### src/rtl/gt_pkg.sv
// Shared definitions for the GT common-block reset controllers:
// the QPLL FSM state encoding and default timing constants.
package gt_pkg;

   typedef enum logic [2:0] {
      ST_INIT      = 3'd0,
      ST_RESET     = 3'd1,
      ST_WAIT_LOCK = 3'd2,
      ST_STABLE    = 3'd3,
      ST_READY     = 3'd4,
      ST_FAIL      = 3'd5
   } qpll_state_e;

   localparam int unsigned DEF_INIT_WAIT_CYC    = 500;
   localparam int unsigned DEF_RST_PULSE_CYC    = 16;
   localparam int unsigned DEF_LOCK_TIMEOUT_CYC = 50000;
   localparam int unsigned DEF_LOCK_STABLE_CYC  = 256;
   localparam int unsigned DEF_MAX_RETRY        = 7;

endpackage

### src/rtl/sync_2ff.sv
// Two-flop synchroniser for a single asynchronous level into clk_i.
module sync_2ff (
   input  logic clk_i,
   input  logic rst_n_i,
   input  logic d_i,
   output logic q_o
);

   logic meta_q;
   logic sync_q;

   // NOTE: sequential state uses non-blocking assignments so both flops sample the pre-edge values.
   always_ff @(posedge clk_i or negedge rst_n_i) begin
      if (!rst_n_i) begin
         meta_q <= 1'b0;
         sync_q <= 1'b0;
      end else begin
         meta_q <= d_i;
         sync_q <= meta_q;
      end
   end

   assign q_o = sync_q;

endmodule

### src/rtl/qpll_reset_ctrl.sv
// QPLL reset sequencer: holds the PLL in reset after power-up, pulses it,
// waits for a stable lock, and retries on timeout until it gives up.
module qpll_reset_ctrl
   import gt_pkg::*;
#(
   parameter int unsigned INIT_WAIT_CYC    = DEF_INIT_WAIT_CYC,
   parameter int unsigned RST_PULSE_CYC    = DEF_RST_PULSE_CYC,
   parameter int unsigned LOCK_TIMEOUT_CYC = DEF_LOCK_TIMEOUT_CYC,
   parameter int unsigned LOCK_STABLE_CYC  = DEF_LOCK_STABLE_CYC,
   parameter int unsigned MAX_RETRY        = DEF_MAX_RETRY
) (
   input  logic       clk_i,
   input  logic       rst_n_i,
   input  logic       soft_reset_i,
   input  logic       qpll_lock_i,
   input  logic       qpll_ref_clk_lost_i,
   output logic       qpll_reset_o,
   output logic       qpll_ready_o,
   output logic       qpll_fail_o,
   output logic [2:0] retry_cnt_o,
   output logic [2:0] state_o
);

   localparam int unsigned INIT_W   = $clog2(INIT_WAIT_CYC) + 1;
   localparam int unsigned PULSE_W  = $clog2(RST_PULSE_CYC) + 1;
   localparam int unsigned TMO_W    = $clog2(LOCK_TIMEOUT_CYC) + 1;
   localparam int unsigned STABLE_W = $clog2(LOCK_STABLE_CYC) + 1;

   localparam logic [INIT_W-1:0]   INIT_LAST   = INIT_W'(INIT_WAIT_CYC - 1);
   localparam logic [PULSE_W-1:0]  PULSE_LAST  = PULSE_W'(RST_PULSE_CYC - 1);
   localparam logic [TMO_W-1:0]    TMO_LAST    = TMO_W'(LOCK_TIMEOUT_CYC - 1);
   localparam logic [TMO_W-1:0]    TMO_SAT     = TMO_W'(LOCK_TIMEOUT_CYC);
   localparam logic [STABLE_W-1:0] STABLE_LAST = STABLE_W'(LOCK_STABLE_CYC - 1);
   localparam logic [2:0]          RETRY_MAX   = 3'(MAX_RETRY);

   logic lock_s;
   logic lost_s;

   sync_2ff u_sync_lock (
      .clk_i   (clk_i),
      .rst_n_i (rst_n_i),
      .d_i     (qpll_lock_i),
      .q_o     (lock_s)
   );

   sync_2ff u_sync_lost (
      .clk_i   (clk_i),
      .rst_n_i (rst_n_i),
      .d_i     (qpll_ref_clk_lost_i),
      .q_o     (lost_s)
   );

   qpll_state_e          state_q, state_d;
   logic [INIT_W-1:0]    init_cnt_q, init_cnt_d;
   logic [PULSE_W-1:0]   pulse_cnt_q, pulse_cnt_d;
   logic [TMO_W-1:0]     tmo_cnt_q, tmo_cnt_d;
   logic [STABLE_W-1:0]  stable_cnt_q, stable_cnt_d;
   logic [2:0]           retry_q, retry_d;
   logic                 qpll_reset_q, qpll_ready_q, qpll_fail_q;

   // NOTE: every signal gets its default first so no branch can infer a latch.
   always_comb begin
      state_d      = state_q;
      init_cnt_d   = init_cnt_q;
      pulse_cnt_d  = pulse_cnt_q;
      tmo_cnt_d    = tmo_cnt_q;
      stable_cnt_d = stable_cnt_q;
      retry_d      = retry_q;

      if (soft_reset_i) begin
         state_d    = ST_INIT;
         init_cnt_d = '0;
         retry_d    = '0;
      end else begin
         unique case (state_q)
            ST_INIT: begin
               if (lost_s) begin
                  init_cnt_d = '0;
               end else if (init_cnt_q == INIT_LAST) begin
                  state_d     = ST_RESET;
                  pulse_cnt_d = '0;
               end else begin
                  init_cnt_d = init_cnt_q + 1'b1;
               end
            end

            ST_RESET: begin
               if (lost_s) begin
                  state_d    = ST_INIT;
                  init_cnt_d = '0;
               end else if (pulse_cnt_q == PULSE_LAST) begin
                  state_d   = ST_WAIT_LOCK;
                  tmo_cnt_d = '0;
               end else begin
                  pulse_cnt_d = pulse_cnt_q + 1'b1;
               end
            end

            ST_WAIT_LOCK, ST_STABLE: begin
               if (tmo_cnt_q != TMO_SAT) tmo_cnt_d = tmo_cnt_q + 1'b1;
               if (lost_s) begin
                  state_d    = ST_INIT;
                  init_cnt_d = '0;
               end else if (tmo_cnt_q >= TMO_LAST) begin
                  if (retry_q == RETRY_MAX) begin
                     state_d = ST_FAIL;
                  end else begin
                     retry_d     = retry_q + 3'd1;
                     state_d     = ST_RESET;
                     pulse_cnt_d = '0;
                  end
               end else if (state_q == ST_WAIT_LOCK) begin
                  if (lock_s) begin
                     state_d      = ST_STABLE;
                     stable_cnt_d = '0;
                  end
               end else if (!lock_s) begin
                  state_d = ST_WAIT_LOCK;
               end else if (stable_cnt_q == STABLE_LAST) begin
                  state_d = ST_READY;
               end else begin
                  stable_cnt_d = stable_cnt_q + 1'b1;
               end
            end

            ST_READY: begin
               if (lost_s) begin
                  state_d    = ST_INIT;
                  init_cnt_d = '0;
               end else if (!lock_s) begin
                  state_d     = ST_RESET;
                  pulse_cnt_d = '0;
                  retry_d     = '0;
               end
            end

            ST_FAIL: ;

            default: begin
               state_d    = ST_INIT;
               init_cnt_d = '0;
            end
         endcase
      end
   end

   always_ff @(posedge clk_i or negedge rst_n_i) begin
      if (!rst_n_i) begin
         state_q      <= ST_INIT;
         init_cnt_q   <= '0;
         pulse_cnt_q  <= '0;
         tmo_cnt_q    <= '0;
         stable_cnt_q <= '0;
         retry_q      <= '0;
         qpll_reset_q <= 1'b1;
         qpll_ready_q <= 1'b0;
         qpll_fail_q  <= 1'b0;
      end else begin
         state_q      <= state_d;
         init_cnt_q   <= init_cnt_d;
         pulse_cnt_q  <= pulse_cnt_d;
         tmo_cnt_q    <= tmo_cnt_d;
         stable_cnt_q <= stable_cnt_d;
         retry_q      <= retry_d;
         // Flags follow the next state so they change in the same edge as state_o.
         qpll_reset_q <= (state_d == ST_INIT) || (state_d == ST_RESET) || (state_d == ST_FAIL);
         qpll_ready_q <= (state_d == ST_READY);
         qpll_fail_q  <= (state_d == ST_FAIL);
      end
   end

   assign qpll_reset_o = qpll_reset_q;
   assign qpll_ready_o = qpll_ready_q;
   assign qpll_fail_o  = qpll_fail_q;
   assign retry_cnt_o  = retry_q;
   assign state_o      = state_q;

endmodule
### config.mk
export PLATFORM = sky130hd
export DESIGN_NAME = qpll_reset_ctrl
export DESIGN_NICKNAME = d
export VERILOG_FILES = /design/src/rtl/gt_pkg.sv /design/src/rtl/sync_2ff.sv /design/src/rtl/qpll_reset_ctrl.sv
export SDC_FILE = /design/constraint.sdc
export NUM_CORES = 1
export LEC_CHECK = 0
export ABC_AREA = 1
export BUFFER_PORTS_ARGS = -buffer_cell sky130_fd_sc_hd__buf_2
export CAP_MARGIN = 20
export CORE_MARGIN = 4
export CORE_UTILIZATION = 57
export CTS_CLUSTER_SIZE = 10
export DETAILED_ROUTE_END_ITERATION = 8
export GPL_ROUTABILITY_DRIVEN = 1
export PLACE_DENSITY = 0.76
export RECOVER_POWER = 50
export SETUP_SLACK_MARGIN = 0.05
export SLEW_MARGIN = 20
export SYNTH_ARGS = -nofsm -noshare
export SYNTH_HDL_FRONTEND = slang
export SYNTH_SLANG_ARGS = --single-unit
export TNS_END_PERCENT = 20
### constraint.sdc
create_clock -name clk_i -period 2.2 [get_ports clk_i]
set_input_delay 0.44 -clock clk_i [delete_from_list [all_inputs] [get_ports clk_i]]
set_output_delay 0.44 -clock clk_i [all_outputs]
set_load 0.01 [all_outputs]
# == Yosys cells after proc, flatten, opt, wreduce, memory -nomap -nowiden ==
# Index checks and enable logic that the tools add are counted.
# totals
latch_bits,0
input_bits,5
n_memories,0
register_bits,54
ramBits,0
mem_bits_ro,0
# op_classes
shift,0
n_div,0
addsub,5
n_lt_le_gt_ge,1
n_mux,45
multipliers,0
n_eq_ne,33
bitwise_logic,3
n_reduce_logical,14
# ops
cell,n
3-bit 2-to-1 mux,20
17-bit 2-to-1 mux,3
5-bit 2-to-1 mux,9
10-bit 2-to-1 mux,4
9-bit 2-to-1 mux,4
17-bit case mux with 2 select lines,1
10-bit case mux with 3 select lines,1
2-bit != test (second input constant),13
5-bit case mux with 4 select lines,1
17-bit by 1-bit adder with 17-bit output (second input constant),1
17-bit by 16-bit >= comparator with 1-bit output (second input constant),1
17-bit by 16-bit != test with 1-bit output (second input constant),1
3-bit equality test (second input constant),5
3-bit != test (second input constant),5
3-bit case mux with 5 select lines,1
6-bit AND reduction,2
11-bit AND reduction,1
10-bit by 1-bit adder with 10-bit output (second input constant),1
10-bit by 9-bit equality test with 1-bit output (second input constant),1
9-bit by 1-bit adder with 9-bit output (second input constant),1
9-bit by 8-bit equality test with 1-bit output (second input constant),1
3-bit by 1-bit equality test with 1-bit output (second input constant),2
3-bit by 2-bit equality test with 1-bit output (second input constant),2
3-bit logical NOT,2
other kinds (15),18

# == Longest topological paths before layout ==
# logic_depth
ltp_word,11
ltp_mapped,13
depth_no_buf,13

# == Hierarchy ==
# A second synthesis with hierarchy kept.
# unflattened
cells_unflattened,428
area_unflattened_um2,3333.2
# by_module_without_submodules
module,cells_per_inst,area_each_um2,instances,seq_area_each_um2
qpll_reset_ctrl,424,3233.1,1,1252.5
sync_2ff,2,50.0,2,50.0

# == Worst setup path before layout ==
# No wires, ideal clock.
# synth_path
path_kind,register to register
startpoint,reg stable_cnt_q[0]
endpoint,reg stable_cnt_q[4]
setup_time_ns,0.129
period_less_slack_ns,1.749
path_buffers,1
path_stages_with_launch,12
slack_ns,0.451
t_arrival_ns,1.620
path_cell_list,dfrtp_1 > ha_1 > nand3_1 > nor3_1 > ha_1 > nand2_2 > nand4_1 > nor2_4 > nand2_8 > buf_8 > nand2_1 > o31ai_2
# synth_via
elab_chain_cells,4
word_cells_on_any_way,7
cone_classes,add/sub (1); eq/ne (2); mux (3); reduce/logical (1)
# synth_lines
element,line,text
from (decl),qpll_reset_ctrl.sv:57,"logic [STABLE_W-1:0] stable_cnt_q, stable_cnt_d;"
from (signal assigned),qpll_reset_ctrl.sv:163,stable_cnt_q <= stable_cnt_d;
9-bit by 1-bit adder with 9-bit output,qpll_reset_ctrl.sv:122,stable_cnt_d = stable_cnt_q + 1'b1;
9-bit 2-to-1 mux,qpll_reset_ctrl.sv:119,end else if (stable_cnt_q == STABLE_LAST) begin
9-bit 2-to-1 mux,qpll_reset_ctrl.sv:117,end else if (!lock_s) begin
9-bit 2-to-1 mux,qpll_reset_ctrl.sv:112,end else if (state_q == ST_WAIT_LOCK) begin
# Parallel ways exist; a longest one is shown, timed or not. The select of a mux whose other input is x is not followed.
# A chain may end at the register's enable or synchronous reset.

# == Worst setup path in the final report ==
# layout_path
startpoint,reg pulse_cnt_q[1]
endpoint,reg tmo_cnt_q[9]
# layout_via
elab_chain_cells,3
# layout_lines
element,line,text
from (decl),qpll_reset_ctrl.sv:55,"logic [PULSE_W-1:0] pulse_cnt_q, pulse_cnt_d;"
from (signal assigned),qpll_reset_ctrl.sv:161,pulse_cnt_q <= pulse_cnt_d;
5-bit by 4-bit equality test with 1-bit output,qpll_reset_ctrl.sv:91,end else if (pulse_cnt_q == PULSE_LAST) begin
2-bit != test (no line),n/a,
5-bit AND reduction (no line),n/a,
to (signal assigned),qpll_reset_ctrl.sv:162,tmo_cnt_q <= tmo_cnt_d;
to (decl),qpll_reset_ctrl.sv:56,"logic [TMO_W-1:0] tmo_cnt_q, tmo_cnt_d;"
# Every way passes these cells.

==> run metrics <==
GRT Residual Overflow=0; CTS Buffer Depth=2; synthesis-to-layout area growth=7.48%; max_slew headroom=0.125; critical path type=reg -> reg; Ys Warns=0; number of global-route vias before repair=around 2800; Final min period=just over 2 ns; CTS resizes=0; synth top area cells=dfrtp_1 38%, nand2_1 9.0%, nand3_1 6.0%, inv_1 4.6%, xor2_1 4.1%; EDFF count, synth=0; Worst VDD drop=between 0.0003 and 0.0004 V; Post-Route Skew=0.0106 ns; worst skew pair latency=approximately 0.31 ns; Yosys reg bits=54; cell taking the most area after synthesis=dfrtp_1; Post-DP Area=approximately 3600 sq um; post-synthesis adder-cell area fraction=0.0327; Achievable Freq=489 MHz; most frequent cells after synthesis=83 x nand2_1, 53 x dfrtp_1, 42 x inv_1, 41 x nand3_1, 28 x nor2_1; Via density=between 5 and 6; clock sink count=54; die area=~7400 sq um; Root Driver=clkbuf_8; Slew Limit Fails=0; Synth Area in XOR/XNOR=0.0559; Routed Wire Length=approximately 7200 microns; DR vias=2897; netlist area before placement=~3400 sq um; Hold/Removal Path Class=in -> reg; Post-CTS Setup Repair Bufs=0; Pwr Density=between 400 and 500 nW/um^2; Synth Net Count=about 440; wire per inst=around 14 microns; # DRC=0; port buffer count=13; Total GRT Usage=0.214; Leakage=~1.6 nW; die span in x=around 86 microns; ys async rst share=1.00; CP arrival=~2.3 ns; Mapped Cells=~420; Hold Violations, Final=0; core area=about 6000 sq um; H-tree levels=2; hold buffer count at CTS=0; Critical Path Fanout Max=19; CP required=2.41 ns; antenna cell count=0; first-pass GRT wire length=~13000 microns; row cnt=28; largest family of logic cells by synthesized area=simple AND/OR/NAND/NOR gates; DR pass1 iterations=4; crit share post-route=0.929; post-detail-place hpwl=5320 microns; CTS Buf Count=5; initial antenna violation count=0; CTS clk-pin slew, worst paths=~0.10 ns; Final setup viols=0; Die Span Y=85.8 microns; fillcell total=513; outcome=finished, final reports clean; Seq/Total Area, Yosys=0.393; placed cell count=~500; most numerous cell in the Yosys netlist=nand2_1; Total Neg Setup Slack=0 ns; layout cells sized above 1=0.186; first-iteration detailed-routing DRC count=roughly 190; RSZ-0062 raised after global routing=true; Main synth FF type=dfrtp_1; Detail Route Antenna Nets=0; mux cell area share after synthesis=0; complex-gate fraction of the synthesized area=0.104; CTS tree=built; top cell type's share of synthesized area=0.385; Synth Area per Inst=between 8 and 9 sq um; io pins=14; Initial Utilization=0.585; count of cell types in the netlist=46; Finished Layout Cells=slightly above 500; Synth Area in Simple Gates=0.337; startpoint types=flop; routability cong.=about 0.92; pin count of the biggest net entering global routing=55; fin area=3700 sq um; Crit. End Element=flop; Slew @ Worst Pin=1.31 ns; Max Cap Viol=0; nets@finish=~460
## power by group
group / internal (mW) / leakage [nW] / switching (mW) / total, mW
registers: 1.02 / 0.695 / 0.0434 / 1.07
clock network: 0.254 / 0.0472 / 0.329 / 0.583
logic: 0.0505 / 0.897 / 0.0986 / 0.149
total: 1.33 / 1.64 / 0.471 / 1.80
## sequential cells by signal, indices dropped and copies added, names as in the netlist
name,cells
tmo_cnt_q,17
init_cnt_q,10
stable_cnt_q,9
pulse_cnt_q,5
retry_cnt_o,3
state_o,3
qpll_fail_o,1
qpll_ready_o,1
qpll_reset_o,1
u_sync_lock.meta_q,1
u_sync_lock.q_o,1
u_sync_lost.meta_q,1
u_sync_lost.q_o,1
## final timing paths
check                                           to           startpoint  depth (start not counted)  slack [ns]
worst max-delay path                  tmo_cnt_q[9]       pulse_cnt_q[1]                          9        0.16
worst min-delay path            u_sync_lost.meta_q  qpll_ref_clk_lost_i                          1        0.23
worst max register to register        tmo_cnt_q[9]       pulse_cnt_q[1]                          9        0.16
worst min register to register     u_sync_lock.q_o   u_sync_lock.meta_q                          0        0.36
max in group asynchronous          stable_cnt_q[0]              rst_n_i                          2        0.91
min in group asynchronous            tmo_cnt_q[12]              rst_n_i                          2        0.47
## metal layers
metal	wire length, microns	global-route usage
met1	3580	0.304
met2	3330	0.340
met3	253	0.0279
met4	76	0.0705
met5	0	0
## stage by stage
stage	hold slack, ns	util	setup slack [ns]	power, mW
finish	0.230	0.629	0.157	1.80
global route	0.218	0.629	0.00181	1.88
CTS	0.225	0.624	0.147	1.81
detailed placement	0.337	0.608	0.180	1.23
global placement	0.331	0.608	0.209	1.22
floorplan	0.144	-	0.451	1.17
## worst max-delay path: stages, from the launching register on
cell and delay (ns):
dfrtp_1 0.39, ha_1 0.18, nand2_1 0.07, nor2_1 0.10
ha_1 0.23, a21oi_1 0.09, nor4_1 0.25, nand2_1 0.15
buf_4 0.22, o31ai_1 0.25
## cell type report
class / instances / area [sq um] / area share
inverter: 53 / 201 / 0.0544
multi-input combinational: 306 / 1830 / 0.493
clock inverter: 2 / 12.5 / 0.00338
clock buffer: 6 / 82.6 / 0.0223
timing repair buffer: 21 / 135 / 0.0365
sequential: 54 / 1350 / 0.365
tap: 75 / 93.8 / 0.0253
## kinds of logic (layout without fill, tap and decap cells)
family / Yosys count / after routing
and+or+nand+nor: 222 / 222
buffers and inverters: 62 / 82
DFF: 54 / 54
AOI/OAI and AO/OA: 53 / 53
xor gates and xnor gates: 22 / 22
adders and majority gates: 9 / 9
## cell usage in the layout (no fill, tap or decap), types with 6 or more instances in the layout
master and count:
inv_2 9, o31ai_1 13, dfrtp_1 53, nand2_1 83, ha_1 9, clkbuf_8 6, nand3_1 41, inv_1 42
buf_2 13, nor2_1 28, o21ai_1 21, xnor2_1 6, a21oi_1 6, nand4_1 11, xor2_1 16, nand2_2 10
buf_4 6, nor3_1 15
(Power assumes the default switching activity.)
